===== config.mk =====
export PLATFORM = sky130hd
export DESIGN_NAME = icache_fill_engine
export DESIGN_NICKNAME = d
export VERILOG_FILES = /design/src/rtl/icache_fill_engine.sv
export SDC_FILE = /design/constraint.sdc
export NUM_CORES = 1
export LEC_CHECK = 0
export CORE_MARGIN = 5
export CORE_UTILIZATION = 45
export CTS_BUF_LIST = sky130_fd_sc_hd__clkbuf_8
export CTS_CLUSTER_SIZE = 16
export DETAILED_ROUTE_END_ITERATION = 6
export PLACE_DENSITY = 0.82
export SYNTH_ARGS = -nofsm -noshare
export SYNTH_HDL_FRONTEND = slang
export SYNTH_SLANG_ARGS = --single-unit

===== constraint.sdc =====
create_clock -name mem_clk -period 2.05 [get_ports mem_clk]
set_clock_uncertainty 0.1 [all_clocks]
set_input_delay 0.3075 -clock mem_clk [delete_from_list [all_inputs] [get_ports mem_clk]]
set_output_delay 0.3075 -clock mem_clk [all_outputs]
set_load 0.05 [all_outputs]

===== src/rtl/icache_fill_engine.sv =====
// Instruction cache fill engine: fetches one line as a stream of 32-bit word
// reads, packs it into a full line and writes it through the cache fill port.
// Also sequences the CACHEDEPTH-cycle flush pulse used by the valid-bit sweep.
module icache_fill_engine #(
  parameter int LOG2CACHELINESIZE = 7,
  parameter int LOG2CACHEDEPTH    = 6
) (
  input  logic                                mem_clk,
  input  logic                                reset,
  input  logic                                miss_req,
  input  logic [31:0]                         miss_addr,
  output logic                                fill_busy,
  output logic                                fill_done,
  input  logic                                flush_req,
  output logic                                bus_flush,
  output logic                                mem_rd_en,
  output logic [31:0]                         mem_rd_addr,
  input  logic                                mem_rd_wait,
  input  logic                                mem_rd_valid,
  input  logic [31:0]                         mem_rd_data,
  output logic [31:0]                         mem_filladdr,
  output logic [(2**LOG2CACHELINESIZE)-1:0]   mem_filldata,
  output logic                                mem_fillwe
);

  localparam int CACHELINESIZE = 2 ** LOG2CACHELINESIZE;
  localparam int WORDS         = CACHELINESIZE / 32;
  localparam int LOG2WORDS     = LOG2CACHELINESIZE - 5;
  localparam int CW            = LOG2WORDS + 1;
  localparam int LINEOFF       = LOG2CACHELINESIZE - 3;

  localparam logic [CW-1:0]             WORDS_C    = CW'(WORDS);
  localparam logic [CW-1:0]             LAST_WORD  = CW'(WORDS - 1);
  localparam logic [LOG2CACHEDEPTH-1:0] DEPTH_LAST = '1;
  localparam logic [31:0]               LINE_MASK  = ~((32'd1 << LINEOFF) - 32'd1);

  typedef enum logic [1:0] {
    IDLE,
    FLUSH,
    FETCH,
    FILL
  } state_e;

  state_e                      state_q, state_d;
  logic [31:0]                 line_addr_q, line_addr_d;
  logic [CW-1:0]               issue_cnt_q, issue_cnt_d;
  logic [CW-1:0]               recv_cnt_q, recv_cnt_d;
  logic [LOG2CACHEDEPTH-1:0]   depth_cnt_q, depth_cnt_d;
  logic                        flush_pend_q, flush_pend_d;
  logic [CACHELINESIZE-1:0]    filldata_q, filldata_d;
  logic                        rd_en_w;

  // Every output is decoded from registered state so nothing is combinational from an input.
  assign rd_en_w      = (state_q == FETCH) && (issue_cnt_q < WORDS_C);
  assign mem_rd_en    = rd_en_w;
  assign mem_rd_addr  = line_addr_q + 32'({issue_cnt_q, 2'b00});
  assign fill_busy    = (state_q != IDLE);
  assign bus_flush    = (state_q == FLUSH);
  assign mem_fillwe   = (state_q == FILL);
  assign fill_done    = (state_q == FILL);
  assign mem_filladdr = line_addr_q;
  assign mem_filldata = filldata_q;

  // Next-state logic: flush has priority in IDLE, issue and receive sides run independently in FETCH.
  always_comb begin
    state_d      = state_q;
    line_addr_d  = line_addr_q;
    issue_cnt_d  = issue_cnt_q;
    recv_cnt_d   = recv_cnt_q;
    depth_cnt_d  = depth_cnt_q;
    flush_pend_d = flush_pend_q | flush_req;
    filldata_d   = filldata_q;

    case (state_q)
      IDLE: begin
        if (flush_pend_q || flush_req) begin
          state_d      = FLUSH;
          depth_cnt_d  = '0;
          flush_pend_d = 1'b0;
        end else if (miss_req) begin
          state_d     = FETCH;
          line_addr_d = miss_addr & LINE_MASK;
          issue_cnt_d = '0;
          recv_cnt_d  = '0;
        end
      end

      FLUSH: begin
        depth_cnt_d = depth_cnt_q + 1'b1;
        if (depth_cnt_q == DEPTH_LAST) begin
          state_d     = IDLE;
          depth_cnt_d = '0;
        end
      end

      FETCH: begin
        if (rd_en_w && !mem_rd_wait) begin
          issue_cnt_d = issue_cnt_q + 1'b1;
        end
        if (mem_rd_valid) begin
          for (int w = 0; w < WORDS; w++) begin
            if (recv_cnt_q == CW'(w)) begin
              filldata_d[32*w +: 32] = mem_rd_data;
            end
          end
          recv_cnt_d = recv_cnt_q + 1'b1;
          if (recv_cnt_q == LAST_WORD) begin
            state_d = FILL;
          end
        end
      end

      FILL: begin
        state_d = IDLE;
      end

      default: begin
        state_d = IDLE;
      end
    endcase
  end

  // State register; synchronous reset discards any partially assembled line.
  always_ff @(posedge mem_clk) begin
    if (reset) begin
      state_q      <= IDLE;
      line_addr_q  <= '0;
      issue_cnt_q  <= '0;
      recv_cnt_q   <= '0;
      depth_cnt_q  <= '0;
      flush_pend_q <= 1'b0;
      filldata_q   <= '0;
    end else begin
      state_q      <= state_d;
      line_addr_q  <= line_addr_d;
      issue_cnt_q  <= issue_cnt_d;
      recv_cnt_q   <= recv_cnt_d;
      depth_cnt_q  <= depth_cnt_d;
      flush_pend_q <= flush_pend_d;
      filldata_q   <= filldata_d;
    end
  end

endmodule


==> flow_summary.toml <==
[run_status]
status = "finished, violations left"
violations = "setup timing"

[route]
routed_via_density = 5.21
num_vias = 7032
dr.pass1.iters = 5
wl_per_cell_um = 17.5
drc_errors = 0
ant_nets = 0
first_iter_violations = 419
wl_um = 23600

[critical_path]
crit_path_top_delay_cell = "dfxtp_4"
cp_slowest_stage_delay_ns = 0.37
crit_top_cell = "buf_6"
crit_path_end_kind = "output pin"
worst-r2r-setup-slack_ns = 0.35
rr_startpoint = "recv_cnt_q[0]$_SDFFE_PP0P_"
crit_family = "buffers and inverters"
critPathMaxFanout = 7
critPathRequiredTime_ns = 1.64
arrival_ns = 2.15
r2r_end = "mem_filldata[109]$_SDFFE_PP0P_"
worst_setup_path_start_kind = "flop"
cp_num_buf_inv = 5
path_class = "reg -> out"
reg2regPathDepth = 7
crit_chain = "buf_6, ha_4, nand3_4, nor4_4, buf_6, buf_4, buf_6, nand2_4, xnor2_4, buf_12"

[logic_synthesis]
synth_flop_cell = "dfxtp_1"
async_flop_share_pct = 0
synth_edf_count = 0
yosysUniqueCellTypes = 39
syn_area_mm2 = 0.00683
ys_ff_latch = 171
syn_inst = 866
synth_warnings = 0
ys_seq_area_share_pct = 50.1
syn_avg_cell_area_um2 = 7.89

[placed_design]
dpl.hpwl_um = 16500
port_buffers = 256
preCtsSetupSlack_ns = -0.191
place_congestion = 0.886

[timing]
final-setup-viol-count = 26
max_freq_mhz = 391
setup_tns_ns = -10.31
timing.hold.ws_ns = 0.183
period_needed_ns = 2.56
finalCritPeriodShare_pct = 125
relSlewSlack_pct = 62.5
worst_slack_ns = -0.508
rsz0062_at_grt = "true"
drv_slew = 0
hold_viol = 0
worstMarginPinSlew_ns = 0.564

[floorplan]
dieArea_mm2 = 0.0177
coreArea_mm2 = 0.0150
rows = 45
io_pins = 267
initial_core_util_pct = 45.4
die_y_um = 133
chipWidth_um = 133

[power]
power.total_uw = 7000
clockPowerShare_pct = 34.3
peakVddDrop_mv = 0.471
leakagePower_uw = 0.00533
p_switching_uw = 2000
swShare_pct = 28.5
power.density_mw_per_mm2 = 619
seqPwrFrac_pct = 48.9
combPwrFrac_pct = 16.7
intPower_uw = 5000

[hold_path]
hold_depth = 2
hold_path.class = "in -> reg"
whs_endpoint = "issue_cnt_q[1]$_SDFFE_PP0P_"
worstHoldStart = "reset"

[global_route]
overflow = 0
grt_pass1_wl_um = 36100
grt_start_max_net_pins = 62
grt_use_total_pct = 25.3
grt_pass1_vias = 6784
antenna_found_initial = 0

[finish]
final.fill_count = 1049
area_growth_pct = 65.6
insertedDiodeCount = 0
drive_above_1_share_pct = 19.7
final_util_pct = 75.3
nets = 1229

[job]
cap_violations = 0

[clocking]
tritoncts = "done"
worstSkewPairLatency_ns = 0.45
cts.sinks = 171
ctsRootBufferMaster = "clkbuf_8"
clockBufferDepth = 2
cts_buffers = 17
clk_pin_slew_worst_paths_ns = 0.08
cts_hold_repair.buffers = 0
htree_levels = 4
## metrics by stage
| stage | cell area [um^2] | cells |
|---|---|---|
| final | 11300 | 1350 |
| after floorplan | 7350 | 871 |
| after global placement | 10600 | 1302 |
| after detailed placement | 10600 | 1302 |
| after global routing | 11300 | 1350 |
| after CTS | 11100 | 1341 |
## sequential cells by signal, indices dropped and copies added, names as in the netlist
register,flops
recv_cnt_q,3
mem_filladdr,28
issue_cnt_q,3
depth_cnt_q,6
mem_filldata,128
state_q,2
flush_pend_q,1
## cells in the mapped netlist, types with 2 or more instances
library cell	instances	area share, %
a211oi_1	2	0.22
a21oi_1	159	12
a22oi_1	6	0.66
a311oi_1	2	0.26
and2_1	6	0.55
and3_1	5	0.46
buf_2	22	1.6
buf_4	20	2.2
clkbuf_1	21	1.2
dfxtp_1	171	50
ha_1	10	1.8
inv_1	8	0.44
mux2i_1	2	0.29
nand2_1	327	18
nand2b_1	3	0.27
nand3_1	14	1.0
nand4_1	7	0.64
nor2_1	23	1.3
nor3_1	6	0.44
nor3b_1	3	0.33
nor4_4	3	0.93
o21a_1	2	0.22
o21bai_1	2	0.22
o22ai_1	2	0.18
or2_2	2	0.18
xnor2_1	22	2.8
xor2_1	4	0.51
## layer usage
metal | GRT usage (%) | share of wire [%] | vias up
li1 | - | - | 3395
met4 | 9.09 | 2.9 | 0
met2 | 43.2 | 49 | 258
met5 | 0 | 0 | -
met1 | 29.2 | 39 | 3338
met3 | 9.44 | 8.6 | 41
## worst reg2reg max path, stage by stage (launching register included)
cell	delay [ns]
dfxtp_1	0.39
ha_1	0.19
ha_1	0.15
nand2_1	0.09
or2_2	0.31
buf_12	0.19
nand2_1	0.11
a21oi_1	0.07
## repair_timing
action                                  4_1_cts  5_1_grt
resized for setup                           145       49
setup buffers                                 8       12
gates cloned                                  0        0
endpoints found under the setup margin      132       63
pin swaps                                    20       21
## power groups by stage
stage	sequential [uW]	clock, uW	combinational (uW)
3_3_place_gp	3500	0	1160
4_1_cts	3420	2460	1160
5_1_grt	3430	2610	1230
3_5_place_dp	3500	0	1170
2_1_floorplan	3680	0	450
6_report	3430	2400	1170
## worst max path at each step
stage,start,slack (ns),cells after the start,endpoint
floorplan,mem_filladdr[4]$_SDFFE_PP0P_,-0.26,6,mem_rd_addr[24]
global placement,issue_cnt_q[2]$_SDFFE_PP0P_,-0.12,7,mem_rd_addr[24]
detailed placement,issue_cnt_q[2]$_SDFFE_PP0P_,-0.19,7,mem_rd_addr[24]
CTS,issue_cnt_q[2]$_SDFFE_PP0P_,-0.56,7,mem_rd_addr[24]
global route,mem_filladdr[4]$_SDFFE_PP0P_,-0.63,10,mem_rd_addr[19]
finish,mem_filladdr[4]$_SDFFE_PP0P_,-0.51,10,mem_rd_addr[19]
## cells by family after synthesis
logic type               after synthesis  share of synthesized area, %
other                                  1                        0.0549
flip-flops                           171                          50.1
multiplexers                           3                         0.458
AO/OA/AOI/OAI                        177                          13.6
AND/OR/NAND/NOR                      406                          25.1
adder cells (fa/ha/maj)               10                          1.83
buffers and inverters                 72                          5.46
XOR/XNOR                              26                          3.33
## cell usage in the layout (no fill, tap or decap), types with 4 or more instances in the layout
cell,synthesis,layout
nand2_1,327,322
a21oi_1,159,159
dfxtp_1,171,145
dlygate4sd2_1,0,106
buf_4,20,66
clkdlybuf4s50_1,0,64
buf_12,0,41
dlymetal6s2s_1,0,36
dfxtp_4,0,20
xnor2_4,0,19
nor2_1,23,19
clkbuf_8,0,19
inv_1,8,10
buf_6,0,9
nand3_4,0,8
and2_1,6,7
nand4_1,7,7
ha_1,10,7
nand3_1,14,6
a22oi_1,6,6
conb_1,1,6
dfxtp_2,0,6
and3_1,5,5
nor3_1,6,5
nand2_4,0,4
## area by class of cell
type                       instances  area (um^2)  area share (%)
multi-input combinational        628         3690            32.6
sequential                       171         3510            31.0
timing repair buffer             323         3450            30.5
clock buffer                      19          262            2.31
tap                              188          235            2.08
clock inverter                    13          141            1.25
inverter                           8         30.0           0.265
No activity file was read; power rests on OpenSTA's default activity.
==> edit 1 (config.mk and constraints unchanged) <==
The parameter `LOG2CACHELINESIZE` goes from 7 to 9.
--- a/src/rtl/icache_fill_engine.sv
+++ b/src/rtl/icache_fill_engine.sv
@@ -2,7 +2,7 @@
 // reads, packs it into a full line and writes it through the cache fill port.
 // Also sequences the CACHEDEPTH-cycle flush pulse used by the valid-bit sweep.
 module icache_fill_engine #(
-  parameter int LOG2CACHELINESIZE = 7,
+  parameter int LOG2CACHELINESIZE = 9,
   parameter int LOG2CACHEDEPTH    = 6
 ) (
   input  logic                                mem_clk,
Ports: changed (resized mem_filldata); port bits go from 267 to 651. No check against the original RTL was run, so the function may have changed too.
==> edit 1 against the original RTL <==
  * The run ends with DRC, setup timing left
  * Sequential cell count up 386
  * Synthesized area grew to 3.0 times the old value
  * Core utilization down 8.6 points
  * Wire length rose to 3.6 times the old value
  * Setup slack got worse by 0.11 ns
  * Non-clock buffer count up 455
  * Total power increased to 3.2 times the old value
  * Design area grew to 2.7 times the old value
  * Critical path type unchanged
  * Critical endpoint is now mem_rd_addr[26]
==> edit 1: results (changes against the original RTL) <==
| Metric | Value |
|---|---|
| Layout Nets | `3334 (+170%)` |
| Post-Route Utilization | `0.667 (-0.0856)` |
| Met2 wire length | `41000 um (+250%)` |
| Final WS setup | `-0.621 ns (-0.113 ns)` |
| Slew @ Worst Pin | `0.587 ns (+0.0230 ns)` |
| Ant. Diodes | `2 (+2)` |
| Post-placement worst setup slack | `-0.150 ns (+0.0408 ns)` |
| Outcome | `finished with violations` |
| First DRT Iteration DRCs | `2508 (+500%)` |
| HPWL after DPL | `58600 um (+250%)` |
| Non-clock buffering overhead | `0.254 (-0.0509)` |
| Synth area leaders | `dfxtp_1 (54%), nand2_1 (20%), a21oi_1 (13%), buf_2 (2.4%), clkbuf_1 (2.2%)` |
| GR Util met2 | `0.536 (+0.104)` |
| Fin Hold WS | `0.0766 ns (-0.107 ns)` |
| Htree depth | `3 (-1)` |
| Total track usage | `0.323 (+0.0691)` |
| CP Capture Point | `mem_rd_addr[26]` |
| Sw Share | `0.255 (-0.0302)` |
| Reg2Reg Setup Slack | `0.10 ns (-0.25 ns)` |
| Leak | `12.4 nW (+130%)` |
| CP Max Fanout | `8 (+1)` |
| Reg2reg start | `state_q[0]` |
| Non-Clock Buffer Count | `778 (+140%)` |
| Final setup viols | `26 (unchanged)` |
| Failing checks | `DRC, setup timing` |
| DRC | `1 (+1)` |
[edit 1: cell count changes after synthesis, moves of 6 or more]
cell / before / now
nand3_4: 0 / 10
clkbuf_1: 21 / 122
buf_4: 20 / 26
nand3_1: 14 / 20
and3_1: 5 / 19
a21oi_1: 159 / 545
buf_2: 22 / 101
buf_6: 0 / 13
nand2_1: 327 / 1092
dfxtp_1: 171 / 557
[edit 1: what timing repair did]
| item | 4_1_cts | 5_1_grt |
|---|---|---|
| hold buffers | 1 | 0 |
| resized for setup | 570 | 75 |
| buffers inserted | 4 | 9 |
| endpoints found under the hold margin | 35 | 0 |
| pin swaps | 14 | 18 |
| cloned | 0 | 1 |
| endpoints found under the setup margin | 478 | 83 |
[edit 1: logic make-up after synthesis]
family,count (synthesis),synth area share
AOI/OAI and AO/OA,560,0.137
xor gates and xnor gates,29,0.0123
adders and majority gates,9,0.00545
buffers and inverters,275,0.0660
DFF,557,0.539
muxes,3,0.00151
other,1,0.000181
and+or+nand+nor,1209,0.238
==> edit 2 (config.mk and constraints unchanged) <==
Made on the original files. Make the reset (`reset`) asynchronous in one clocked block. Comments in the files are not updated.
--- a/src/rtl/icache_fill_engine.sv
+++ b/src/rtl/icache_fill_engine.sv
@@ -121,7 +121,7 @@
   end
 
   // State register; synchronous reset discards any partially assembled line.
-  always_ff @(posedge mem_clk) begin
+  always_ff @(posedge mem_clk or posedge reset) begin
     if (reset) begin
       state_q      <= IDLE;
       line_addr_q  <= '0;
Behaviour: differs if reset is asserted again (counterexample within 4 cycles, from zero or initial values and one cycle with reset high); with reset held inactive, the same outputs for 4 cycles.
==> edit 2 against the original RTL <==
  * The flow still finishes with violations (setup timing)
  * Core utilization decreased by 0.46 points
  * Sequential cell count is the same
  * Synthesized area grew 6.8%
  * Setup slack lost 0.11 ns
  * Design area is 5.0% higher
  * Cell count shrank 22%
  * Wire length is 8.6% lower
  * Die area increased by 6.3%
  * Highest routed layer unchanged
Power is not compared: it rests on default switching activity, and its combinational part moved more than twofold at a synthesized area within 25%.
==> edit 2: results (changes against the original RTL) <==
| Metric | Value |
|---|---|
| Failing checks | `setup timing` |
| Synth Flop Type | `dfrtp_1` |
| Async set-reset flop share out of synthesis | `1.00 (+1.00)` |
| Layout Nets | `905 (-26%)` |
| XOR/XNOR share of the synthesized area | `0.0312 (-0.00213)` |
| FILL cells | `1032 (-1.6%)` |
| Post-synth cell types | `43 (+10%)` |
| First-pass GRT wire length | `34100 um (-5.5%)` |
| Worst hold path class | `in -> async` |
| Final setup viols | `26 (unchanged)` |
| First-pass iteration count of the detailed router | `4 (-1)` |
| Outcome | `finished with violations` |
| Sequential fraction of the synthesis area | `0.586 (+0.0853)` |
| Final WS setup | `-0.620 ns (-0.112 ns)` |
| Core area | `15900 um^2 (+5.7%)` |
| CP max stage delay | `0.43 ns (+0.06 ns)` |
| Routability Congestion | `0.897 (+1.2%)` |
| Multiplexer share of the synthesized area | `0.245 (+0.240)` |
| Post-Synth Adder-Cell Area | `0.0171 (-0.00117)` |
| Met2 wire length | `10700 um (-7.8%)` |
| Synth top cells by count | `dfrtp_1 (171), mux2_2 (155), nand2_1 (16)` |
| Metal-1 WL | `8280 um (-11%)` |
| Synth area leaders | `dfrtp_1 (59%), mux2_2 (24%), ha_1 (1.7%), xnor2_1 (1.7%), xor2_1 (1.4%)` |
| Largest net degree at the start of global routing | `85 (+37%)` |
| Worst slew margin | `0.621 (-0.00408)` |
| Fraction of layout cells with a size suffix above 1 | `0.480 (+0.283)` |
| CP arrival | `2.26 ns (+0.11 ns)` |
| Met3 wire length | `2080 um (+2.6%)` |
| Slowest stage cell, crit path | `dfrtp_2` |
| Total track usage | `0.236 (-0.0172)` |
edit 2: cells by family after synthesis:
logic type | after synthesis
compound gates | 25
xor+xnor | 26
fa+ha+maj | 10
buf+inv | 44
flops | 171
mux | 159
other cells | 1
simple gates | 73
edit 2: layout make-up:
class | count | share of cell area
flip-flops and latches | 171 | 0.363
clock buffers | 19 | 0.0220
repair buffers | 322 | 0.281
well taps | 216 | 0.0227
inverters | 14 | 0.00474
clock inverters | 13 | 0.0112
multi-input cells | 299 | 0.295
edit 2: power by group:
part	internal [mW]	switching, mW
combinational	1.96	2.60
clock	1.06	1.26
sequential	3.68	0.286
edit 2: per-stage QoR:
step                std cells  power (mW)  TNS, ns  setup slack [ns]  cell area, um^2
CTS                      1053        10.9   -12.70            -0.666            11800
global route             1054        11.3   -14.01            -0.713            11900
finish                   1054        10.8   -11.76            -0.620            11900
global placement         1016        8.45    -1.42            -0.164            11500
detailed placement       1016        8.59    -2.36            -0.244            11500
floorplan                 514        6.56  -100.97            -0.726             7960
edit 2: final timing paths:
kind,from,end,slack (ns),cells past startpoint
min,reset,mem_filladdr[28],0.22,3
max reg2reg,recv_cnt_q[0],mem_filldata[125],0.17,5
min reg2reg,mem_filldata[112],mem_filldata[112],0.40,1
min in group mem_clk,miss_addr[30],mem_filladdr[30],0.37,2
max,issue_cnt_q[2],mem_rd_addr[26],-0.62,8
max in group asynchronous,reset,mem_filldata[95],1.20,3
edit 2: critical path, delay by kind of cell (launching register included):
kind,cells,cell delay [ns]
xor gates and xnor gates,1,0.21
and+or+nand+nor,3,0.56
DFF,1,0.43
buffers and inverters,2,0.33
adders and majority gates,2,0.27
edit 2: layer usage:
layer,up-vias,global-route usage
met3,37,0.0917
met4,0,0.0826
met2,230,0.402
met1,2721,0.272
li1,2403,-
met5,-,0
edit 2: repair_timing:
action                                  in CTS  in global routing
resized for setup                          150                  6
endpoints found under the setup margin     157                 29
pin swaps                                   15                  8
buffers inserted                             6                  3
